<file path="config.mk">
export PLATFORM = sky130hd
export DESIGN_NAME = vga_timing_gen_flat
export DESIGN_NICKNAME = d
export VERILOG_FILES = /design/src/rtl/vga_pkg.sv /design/src/rtl/vga_timing_gen_if.sv /design/src/rtl/vga_axis_counter.sv /design/src/rtl/vga_timing_gen.sv /design/src/flat_wrapper.sv
export SDC_FILE = /design/constraint.sdc
export NUM_CORES = 1
export LEC_CHECK = 0
export ABC_AREA = 1
export CAP_MARGIN = 40
export CORE_MARGIN = 1.5
export CORE_UTILIZATION = 45
export CTS_CLUSTER_DIAMETER = 40
export DETAILED_ROUTE_END_ITERATION = 10
export GPL_TIMING_DRIVEN = 0
export PLACE_DENSITY = 0.8
export SLEW_MARGIN = 20
export SYNTH_ARGS = -nofsm -noshare
export SYNTH_HDL_FRONTEND = slang
export SYNTH_SLANG_ARGS = --single-unit
</file>
<file path="constraint.sdc">
create_clock -name pixel_clk -period 1.7 [get_ports pixel_clk]
set_input_delay 0.34 -clock pixel_clk [delete_from_list [all_inputs] [get_ports pixel_clk]]
set_output_delay 0.34 -clock pixel_clk [all_outputs]
set_load 0.005 [all_outputs]
</file>
<file path="src/rtl/vga_pkg.sv">
// ============================================================================
// Module      : vga_pkg
// Description : Default 640x480@60 timing constants and shared types.
// Revision    : 1.0 - initial release
// ============================================================================
`default_nettype none

package vga_pkg;

  localparam int unsigned DEF_H_VISIBLE = 640;
  localparam int unsigned DEF_H_FRONT   = 16;
  localparam int unsigned DEF_H_SYNC    = 96;
  localparam int unsigned DEF_H_BACK    = 48;
  localparam int unsigned DEF_V_VISIBLE = 480;
  localparam int unsigned DEF_V_FRONT   = 10;
  localparam int unsigned DEF_V_SYNC    = 2;
  localparam int unsigned DEF_V_BACK    = 33;

  localparam int CNT_W = 10;

  typedef logic [3:0] vga_color_t;

  function automatic int unsigned axis_total(input int unsigned vis, input int unsigned front,
                                             input int unsigned sync, input int unsigned back);
    return vis + front + sync + back;
  endfunction

  localparam int unsigned DEF_H_TOTAL = axis_total(DEF_H_VISIBLE, DEF_H_FRONT, DEF_H_SYNC, DEF_H_BACK);
  localparam int unsigned DEF_V_TOTAL = axis_total(DEF_V_VISIBLE, DEF_V_FRONT, DEF_V_SYNC, DEF_V_BACK);

endpackage

`default_nettype wire

</file>
<file path="src/rtl/vga_timing_gen_if.sv">
// ============================================================================
// Module      : vga_timing_gen_if
// Description : Renderer colour in, raster coordinates and VGA pins out.
// Revision    : 1.0 - initial release
// ============================================================================
`default_nettype none

interface vga_timing_gen_if;
  import vga_pkg::*;

  vga_color_t  red_in;
  vga_color_t  green_in;
  vga_color_t  blue_in;
  logic [9:0]  col;
  logic [8:0]  row;
  logic        display_en;
  logic        hsync;
  logic        vsync;
  logic        frame_end;
  vga_color_t  vga_r;
  vga_color_t  vga_g;
  vga_color_t  vga_b;

  modport master (
    input  red_in, green_in, blue_in,
    output col, row, display_en, hsync, vsync, frame_end, vga_r, vga_g, vga_b
  );

  modport slave (
    output red_in, green_in, blue_in,
    input  col, row, display_en, hsync, vsync, frame_end, vga_r, vga_g, vga_b
  );

endinterface

`default_nettype wire

</file>
<file path="src/rtl/vga_axis_counter.sv">
// ============================================================================
// Module      : vga_axis_counter
// Description : Modulo-TOTAL raster axis counter advancing when inc is high.
// Revision    : 1.0 - initial release
// ============================================================================
`default_nettype none

module vga_axis_counter
  import vga_pkg::*;
#(
  parameter int unsigned TOTAL = DEF_H_TOTAL
) (
  input  wire logic             pixel_clk,
  input  wire logic             resetSwitch,
  input  wire logic             inc,
  output logic [CNT_W-1:0]      cnt,
  output logic                  wrap
);

  logic [CNT_W-1:0] cnt_q;
  logic [CNT_W-1:0] cnt_d;

  // wrap doubles as the increment strobe for the next-slower axis
  assign wrap = inc && (cnt_q == CNT_W'(TOTAL - 1));

  always_comb begin
    cnt_d = cnt_q;
    if (inc) begin
      cnt_d = wrap ? '0 : cnt_q + CNT_W'(1);
    end
  end

  always_ff @(posedge pixel_clk or negedge resetSwitch) begin
    if (!resetSwitch) begin
      cnt_q <= '0;
    end else begin
      cnt_q <= cnt_d;
    end
  end

  assign cnt = cnt_q;

endmodule

`default_nettype wire

</file>
<file path="src/rtl/vga_timing_gen.sv">
// ============================================================================
// Module      : vga_timing_gen
// Description : VGA raster timing, coordinate decode and blank-gated colour.
//               Define VGA_SYNC_DELAY_EN to register syncs and colour gate.
// Revision    : 1.0 - initial release
// ============================================================================
`default_nettype none

module vga_timing_gen
  import vga_pkg::*;
#(
  parameter int unsigned H_VISIBLE   = DEF_H_VISIBLE,
  parameter int unsigned H_FRONT     = DEF_H_FRONT,
  parameter int unsigned H_SYNC      = DEF_H_SYNC,
  parameter int unsigned H_BACK      = DEF_H_BACK,
  parameter int unsigned V_VISIBLE   = DEF_V_VISIBLE,
  parameter int unsigned V_FRONT     = DEF_V_FRONT,
  parameter int unsigned V_SYNC      = DEF_V_SYNC,
  parameter int unsigned V_BACK      = DEF_V_BACK,
  parameter logic        SYNC_ACTIVE = 1'b0
) (
  input  wire logic       pixel_clk,
  input  wire logic       resetSwitch,
  vga_timing_gen_if.master vga
);

  localparam int unsigned H_TOTAL = axis_total(H_VISIBLE, H_FRONT, H_SYNC, H_BACK);
  localparam int unsigned V_TOTAL = axis_total(V_VISIBLE, V_FRONT, V_SYNC, V_BACK);
  localparam int unsigned H_SYNC_START = H_VISIBLE + H_FRONT;
  localparam int unsigned H_SYNC_END   = H_SYNC_START + H_SYNC;
  localparam int unsigned V_SYNC_START = V_VISIBLE + V_FRONT;
  localparam int unsigned V_SYNC_END   = V_SYNC_START + V_SYNC;

  if ((H_TOTAL > 1024) || (V_TOTAL > 1024) || (V_VISIBLE > 512)) begin : g_cfg_check
    $error("vga_timing_gen: timing totals exceed counter/coordinate widths");
  end

  logic [CNT_W-1:0] h_cnt;
  logic [CNT_W-1:0] v_cnt;
  logic             h_wrap;
  logic             v_wrap;

  vga_axis_counter #(.TOTAL(H_TOTAL)) u_h_counter (
    .pixel_clk   (pixel_clk),
    .resetSwitch (resetSwitch),
    .inc         (1'b1),
    .cnt         (h_cnt),
    .wrap        (h_wrap)
  );

  vga_axis_counter #(.TOTAL(V_TOTAL)) u_v_counter (
    .pixel_clk   (pixel_clk),
    .resetSwitch (resetSwitch),
    .inc         (h_wrap),
    .cnt         (v_cnt),
    .wrap        (v_wrap)
  );

  logic h_vis;
  logic v_vis;
  logic hsync_d;
  logic vsync_d;
  logic gate_en;

  assign h_vis = h_cnt < CNT_W'(H_VISIBLE);
  assign v_vis = v_cnt < CNT_W'(V_VISIBLE);

  assign vga.display_en = h_vis && v_vis;
  assign vga.col        = h_vis ? h_cnt : '0;
  assign vga.row        = v_vis ? v_cnt[8:0] : '0;
  // v_wrap is only possible while h_wrap is high, so it marks the last pixel
  assign vga.frame_end  = v_wrap;

  assign hsync_d = ((h_cnt >= CNT_W'(H_SYNC_START)) && (h_cnt < CNT_W'(H_SYNC_END)))
                   ? SYNC_ACTIVE : ~SYNC_ACTIVE;
  assign vsync_d = ((v_cnt >= CNT_W'(V_SYNC_START)) && (v_cnt < CNT_W'(V_SYNC_END)))
                   ? SYNC_ACTIVE : ~SYNC_ACTIVE;

`ifdef VGA_SYNC_DELAY_EN
  logic hsync_q;
  logic vsync_q;
  logic gate_q;

  // Aligns pins with renderers that register their colour from col/row
  always_ff @(posedge pixel_clk or negedge resetSwitch) begin
    if (!resetSwitch) begin
      hsync_q <= ~SYNC_ACTIVE;
      vsync_q <= ~SYNC_ACTIVE;
      gate_q  <= 1'b0;
    end else begin
      hsync_q <= hsync_d;
      vsync_q <= vsync_d;
      gate_q  <= vga.display_en;
    end
  end

  assign vga.hsync = hsync_q;
  assign vga.vsync = vsync_q;
  assign gate_en   = gate_q;
`else
  assign vga.hsync = hsync_d;
  assign vga.vsync = vsync_d;
  assign gate_en   = vga.display_en;
`endif

  assign vga.vga_r = gate_en ? vga.red_in   : 4'h0;
  assign vga.vga_g = gate_en ? vga.green_in : 4'h0;
  assign vga.vga_b = gate_en ? vga.blue_in  : 4'h0;

endmodule

`default_nettype wire

</file>
<file path="src/flat_wrapper.sv">
// flat-port wrapper written by rule: the top's interface ports become plain ports
module vga_timing_gen_flat import vga_pkg::*;
#(
  parameter int unsigned H_VISIBLE   = DEF_H_VISIBLE,
  parameter int unsigned H_FRONT     = DEF_H_FRONT,
  parameter int unsigned H_SYNC      = DEF_H_SYNC,
  parameter int unsigned H_BACK      = DEF_H_BACK,
  parameter int unsigned V_VISIBLE   = DEF_V_VISIBLE,
  parameter int unsigned V_FRONT     = DEF_V_FRONT,
  parameter int unsigned V_SYNC      = DEF_V_SYNC,
  parameter int unsigned V_BACK      = DEF_V_BACK,
  parameter logic        SYNC_ACTIVE = 1'b0
)
  (pixel_clk, resetSwitch, vga_red_in, vga_green_in, vga_blue_in, vga_col, vga_row, vga_display_en, vga_hsync, vga_vsync, vga_frame_end, vga_vga_r, vga_vga_g, vga_vga_b);
  vga_timing_gen_if vga_i ();
  input  wire logic pixel_clk;
  input  wire logic resetSwitch;
  input wire logic [$bits(vga_i.red_in)-1:0] vga_red_in;
  input wire logic [$bits(vga_i.green_in)-1:0] vga_green_in;
  input wire logic [$bits(vga_i.blue_in)-1:0] vga_blue_in;
  output wire logic [$bits(vga_i.col)-1:0] vga_col;
  output wire logic [$bits(vga_i.row)-1:0] vga_row;
  output wire logic [$bits(vga_i.display_en)-1:0] vga_display_en;
  output wire logic [$bits(vga_i.hsync)-1:0] vga_hsync;
  output wire logic [$bits(vga_i.vsync)-1:0] vga_vsync;
  output wire logic [$bits(vga_i.frame_end)-1:0] vga_frame_end;
  output wire logic [$bits(vga_i.vga_r)-1:0] vga_vga_r;
  output wire logic [$bits(vga_i.vga_g)-1:0] vga_vga_g;
  output wire logic [$bits(vga_i.vga_b)-1:0] vga_vga_b;
  assign vga_i.red_in = vga_red_in;
  assign vga_i.green_in = vga_green_in;
  assign vga_i.blue_in = vga_blue_in;
  assign vga_col = vga_i.col;
  assign vga_row = vga_i.row;
  assign vga_display_en = vga_i.display_en;
  assign vga_hsync = vga_i.hsync;
  assign vga_vsync = vga_i.vsync;
  assign vga_frame_end = vga_i.frame_end;
  assign vga_vga_r = vga_i.vga_r;
  assign vga_vga_g = vga_i.vga_g;
  assign vga_vga_b = vga_i.vga_b;
  vga_timing_gen #(.H_VISIBLE(H_VISIBLE), .H_FRONT(H_FRONT), .H_SYNC(H_SYNC), .H_BACK(H_BACK), .V_VISIBLE(V_VISIBLE), .V_FRONT(V_FRONT), .V_SYNC(V_SYNC), .V_BACK(V_BACK), .SYNC_ACTIVE(SYNC_ACTIVE)) u_core (.pixel_clk(pixel_clk), .resetSwitch(resetSwitch), .vga(vga_i));
endmodule
</file>
### Word-level counts from Yosys, hierarchy flattened

Index checks and enable logic that the tools add are counted.

| word-level totals | value |
|---|---|
| register bits | 20 |
| output and inout bits | 35 |

| operators by class | value |
|---|---|
| add/sub/neg operators | 2 |
| order comparisons | 6 |
| eq/ne operators | 2 |
| muxes and demuxes | 9 |
| reduce and logical (&&, ||, !) cells | 4 |

Operators with widths:

| cell | number |
|---|---|
| 10-bit two-way mux | 3 |
| 10-bit by 1-bit adder with 10-bit output (second input constant) | 2 |
| 10-bit == test (second input constant) | 2 |
| 10-bit < comparator (second input constant) | 2 |
| 10-bit by 9-bit < comparator with 1-bit output (second input constant) | 2 |
| 4-bit two-way mux | 3 |
| 10-bit >= comparator (second input constant) | 1 |
| 10-bit by 9-bit >= comparator with 1-bit output (second input constant) | 1 |
| 9-bit two-way mux | 1 |
| 1-bit logical AND | 4 |
| 1-bit two-way mux | 2 |

### Logic depth before layout (Yosys ltp)

| logic depth | value |
|---|---|
| depth in word-level cells | 3 |
| depth in mapped cells | 9 |
| mapped depth without buffers | 8 |

### By module

A second synthesis with hierarchy kept.

| unflattened totals | value |
|---|---|
| cells, all modules | 259 |
| area total of the unflattened synthesis | 1610.3 µm² |

By module, submodules not included:

| module | instances | cells an instance | area an instance (µm²) | sequential area each (µm²) |
|---|---|---|---|---|
| vga_axis_counter (u_core.u_h_counter) | 1 | 89 | 634.4 | 250.2 |
| vga_axis_counter (u_core.u_v_counter) | 1 | 88 | 611.8 | 250.2 |
| vga_timing_gen | 1 | 82 | 364.1 | 0.0 |

### Least setup slack after synthesis

No wires, ideal clock.

| timing path | value |
|---|---|
| path kind | register to output |
| start | register u_core.u_h_counter.cnt_q[8], in the netlist u_core.u_h_counter.cnt[8] |
| end | output port vga_vga_b[0] |
| data arrival time | 1128 ps |
| required time | 1360 ps |
| slack | 232 ps |
| cell stages (with the launch flop) | 7 |
| cells stage by stage | dfrtp_1 -> nand2_1 -> inv_1 -> nor2_4 -> nand2_2 -> buf_4 -> nor2_1 |

| between the ends | value |
|---|---|
| longest elaborated chain between the ends | 3 |

RTL lines:

| item | line | RTL |
|---|---|---|
| from (decl) | vga_axis_counter.sv:20 | `logic [CNT_W-1:0] cnt_q;` |
| from (signal assigned) | vga_axis_counter.sv:37 | `cnt_q <= cnt_d;` |
| 10-bit < comparator | vga_timing_gen.sv:65 | `assign h_vis = h_cnt < CNT_W'(H_VISIBLE);` |
| 1-bit logical AND | vga_timing_gen.sv:68 | `assign vga.display_en = h_vis && v_vis;` |
| 4-bit two-way mux | vga_timing_gen.sv:108 | `assign vga.vga_b = gate_en ? vga.blue_in : 4'h0;` |
| to (decl) | flat_wrapper.sv:29 | `output wire logic [$bits(vga_i.vga_b)-1:0] vga_vga_b;` |

No other way between the ends.

### Final worst setup path

| timing path | value |
|---|---|
| start | register u_core.u_h_counter.cnt_q[8], in the netlist u_core.u_h_counter.cnt[8] |
| end | output port vga_vga_g[1] |

| between the ends | value |
|---|---|
| longest elaborated chain between the ends | 3 |

RTL lines:

| item | line | RTL |
|---|---|---|
| 10-bit < comparator | vga_timing_gen.sv:65 |  |
| 1-bit logical AND | vga_timing_gen.sv:68 |  |
| 4-bit two-way mux | vga_timing_gen.sv:107 | `assign vga.vga_g = gate_en ? vga.green_in : 4'h0;` |
| to (decl) | flat_wrapper.sv:28 | `output wire logic [$bits(vga_i.vga_g)-1:0] vga_vga_g;` |

No other way between the ends.

==> results.json <==
{
  "switching_power_w": 0.000192,
  "syn-cell-area_um2": 1410,
  "cts_buffers": 3,
  "globalplace.congestion": 0.858,
  "synth_cells": 219,
  "min_path_type": "in -> async",
  "cts_max_level": 1,
  "ant_nets": 0,
  "setup_viol": 33,
  "viasPerCell": 5.12,
  "hold_viol_final": 0,
  "grt_pass1_wl_um": 6490,
  "start_util_pct": 47.0,
  "synth_seq_cells": 20,
  "initialDrtViolationCount": 101,
  "clkPwrFrac_pct": 42.0,
  "power_leakage_nw": 1.34,
  "cts_tree": "built",
  "post-place-cells": 301,
  "comb_power_share_pct": 8.1,
  "antenna_found_initial": 0,
  "grt.overflow.total": 0,
  "max_freq_mhz": 523,
  "fin_setup_tns_ps": -4410,
  "clk_latency_ps": 310,
  "period_share_pct": 112,
  "violations": "negative setup slack",
  "crit_arrival_ps": 1570,
  "diodes": 0,
  "drv_cap": 0,
  "design_area_um2": 2450,
  "critical-path-top-delay-family": "flip-flops",
  "wl_um": 4760,
  "post-dp-hpwl_um": 2460,
  "status": "complete, but fails checks",
  "synth_warnings": 0,
  "crit_chain": "nand2_2 > inv_2 > nor2_4 > nand2_2 > buf_6 > buf_8 > nor2_2 > buf_2",
  "worstPathMaxFanout": 8,
  "mostFrequentLayoutCells": "inv_1, nand2_1, buf_4, buf_2, nor2_1",
  "cts_sinks": 20,
  "boundaryPins": 49,
  "seq_power_share_pct": 49.9,
  "ir_drop_mv": 0.360,
  "synth_area_per_cell_um2": 6.44,
  "relSlewSlack_pct": 66.0,
  "grt_max_degree": 13,
  "worstPathRequired_ps": 1360,
  "num_vias": 1772,
  "post-route-min-period_ps": 1910,
  "grt_pass1_vias": 1488,
  "synth_cell_types": 22,
  "cts_buffer_depth": 2,
  "yosysSeqAreaShare_pct": 35.5,
  "crit_type": "reg -> out",
  "drive_gt1_share_pct": 47.3,
  "die-area_um2": 3480,
  "drc": 0,
  "netSwitchingFraction_pct": 20.2,
  "rows": 20,
  "track_usage_pct": 24.6,
  "critPathSlowestCell": "dfrtp_2",
  "wire_per_inst_um": 13.7,
  "die_y_um": 59.0,
  "drv_slew": 0,
  "power_w": 0.000953,
  "final_nets": 332,
  "cp-end-kind": "output pin",
  "area_growth_syn_to_layout_pct": 73.7,
  "tightest_slew_ps": 508,
  "die_w_um": 59.0,
  "port_buffers": 48,
  "dr.pass1.iters": 4,
  "pwr_density_cell_nw_per_um2": 389,
  "crit_top_cell": "nand2_2",
  "fp.coreArea_um2": 3000,
  "startpoint_type": "flop",
  "worst_slack_ps": -211,
  "slowest_delay_ps": 480,
  "fin_cells": 346,
  "synth_nets": 237,
  "path_buf_inv": 4,
  "internal_power_w": 0.000761,
  "dpl-instance-area_um2": 1950,
  "clockRootBuffer": "clkbuf_4",
  "rsz0062_at_grt": "yes",
  "cts.reportedPaths.clkPinSlew_ps": 130,
  "clock_skew_ps": 4.84
}
-- metal layers --
layer	share of wire (%)	GRT usage (%)	vias to the layer above
met3	7.7	4.59	21
met1	40	31.8	818
met5	0	0	-
met2	48	41.1	89
li1	-	-	844
met4	3.6	9.09	0
-- worst register-to-register path: stages, from the launching register on --
cell     delay [ps]
dfrtp_1         390
buf_4           110
buf_4           110
ha_1            180
inv_1            60
nor2_1          240
nand3_1         160
o21ai_0         200
nand2_1          60
-- cell usage after synthesis, drive strengths merged --
| cell type | instances | area (um2) |
|---|---|---|
| buf | 3 | 22.5 |
| o211ai | 1 | 7.51 |
| nor3 | 7 | 40.0 |
| a21oi | 2 | 10.0 |
| ha | 4 | 50.1 |
| inv | 51 | 191 |
| nand2 | 50 | 190 |
| nand4 | 3 | 18.8 |
| nor4 | 1 | 6.26 |
| and2 | 1 | 6.26 |
| nand3 | 17 | 85.1 |
| dfrtp | 20 | 500 |
| clkinv | 1 | 3.75 |
| nor2 | 42 | 168 |
| o21ai | 8 | 40.0 |
| xor2 | 8 | 70.1 |
-- worst paths after layout --
kind                                      startpoint                   endpoint  slack [ps]  cells after the start
min in group pixel_clk     u_core.u_h_counter.cnt[4]  u_core.u_h_counter.cnt[4]         590                      2
max in group asynchronous                resetSwitch  u_core.u_v_counter.cnt[9]         880                      2
hold / removal                           resetSwitch  u_core.u_h_counter.cnt[1]         350                      1
setup reg to reg           u_core.u_v_counter.cnt[0]  u_core.u_v_counter.cnt[6]          90                      8
hold reg to reg            u_core.u_h_counter.cnt[4]  u_core.u_h_counter.cnt[4]         590                      2
setup / recovery           u_core.u_h_counter.cnt[8]               vga_vga_g[1]        -210                      8
-- layout make-up --
cell class,instances,area [um2]
multi-input combinational,144,897
timing repair buffer,89,702
fill,181,553
sequential,20,507
inverter,52,215
tap,33,41.3
clock inverter,1,30.0
buffer,3,26.3
clock buffer,3,22.5
timing repair inverter,1,8.76
-- power groups by stage --
stage	combinational, W	sequential, W	clock (W)
final	0.0000767	0.000476	0.000401
after detailed placement	0.0000864	0.000485	0
after global routing	0.0000854	0.000476	0.000426
after CTS	0.0000721	0.000476	0.000401
after global placement	0.0000809	0.000485	0
after floorplan	0.0000147	0.000485	0
-- repair_timing --
action                     in CTS  in global routing
resized for setup             186                 51
cloned                          1                  0
buffers inserted               35                 10
hold buffers                    0                  0
pin swaps                      17                 19
setup endpoints to repair      35                 33
-- state kept, by name, indices dropped and copies added (netlist names) --
signal,cells
u_core.u_h_counter.cnt,10
u_core.u_v_counter.cnt,10
-- stage by stage --
stage	hold slack [ps]	util, %	setup WS [ps]
global route	370	81.6	-286
CTS	350	75.3	-271
finish	351	81.6	-211
floorplan	44.4	-	232
detailed placement	522	64.8	-443
global placement	519	64.3	-415
-- cell families (layout without fill, tap and decap cells) --
group	after synthesis	after routing	synth area share (%)
buffers and inverters	55	149	15.4
adder cells (fa/ha/maj)	4	4	3.55
AO/OA/AOI/OAI	11	11	4.08
XOR/XNOR	8	8	4.97
flip-flops	20	20	35.5
AND/OR/NAND/NOR	121	121	36.5
Power figures use the tool's default switching activity.
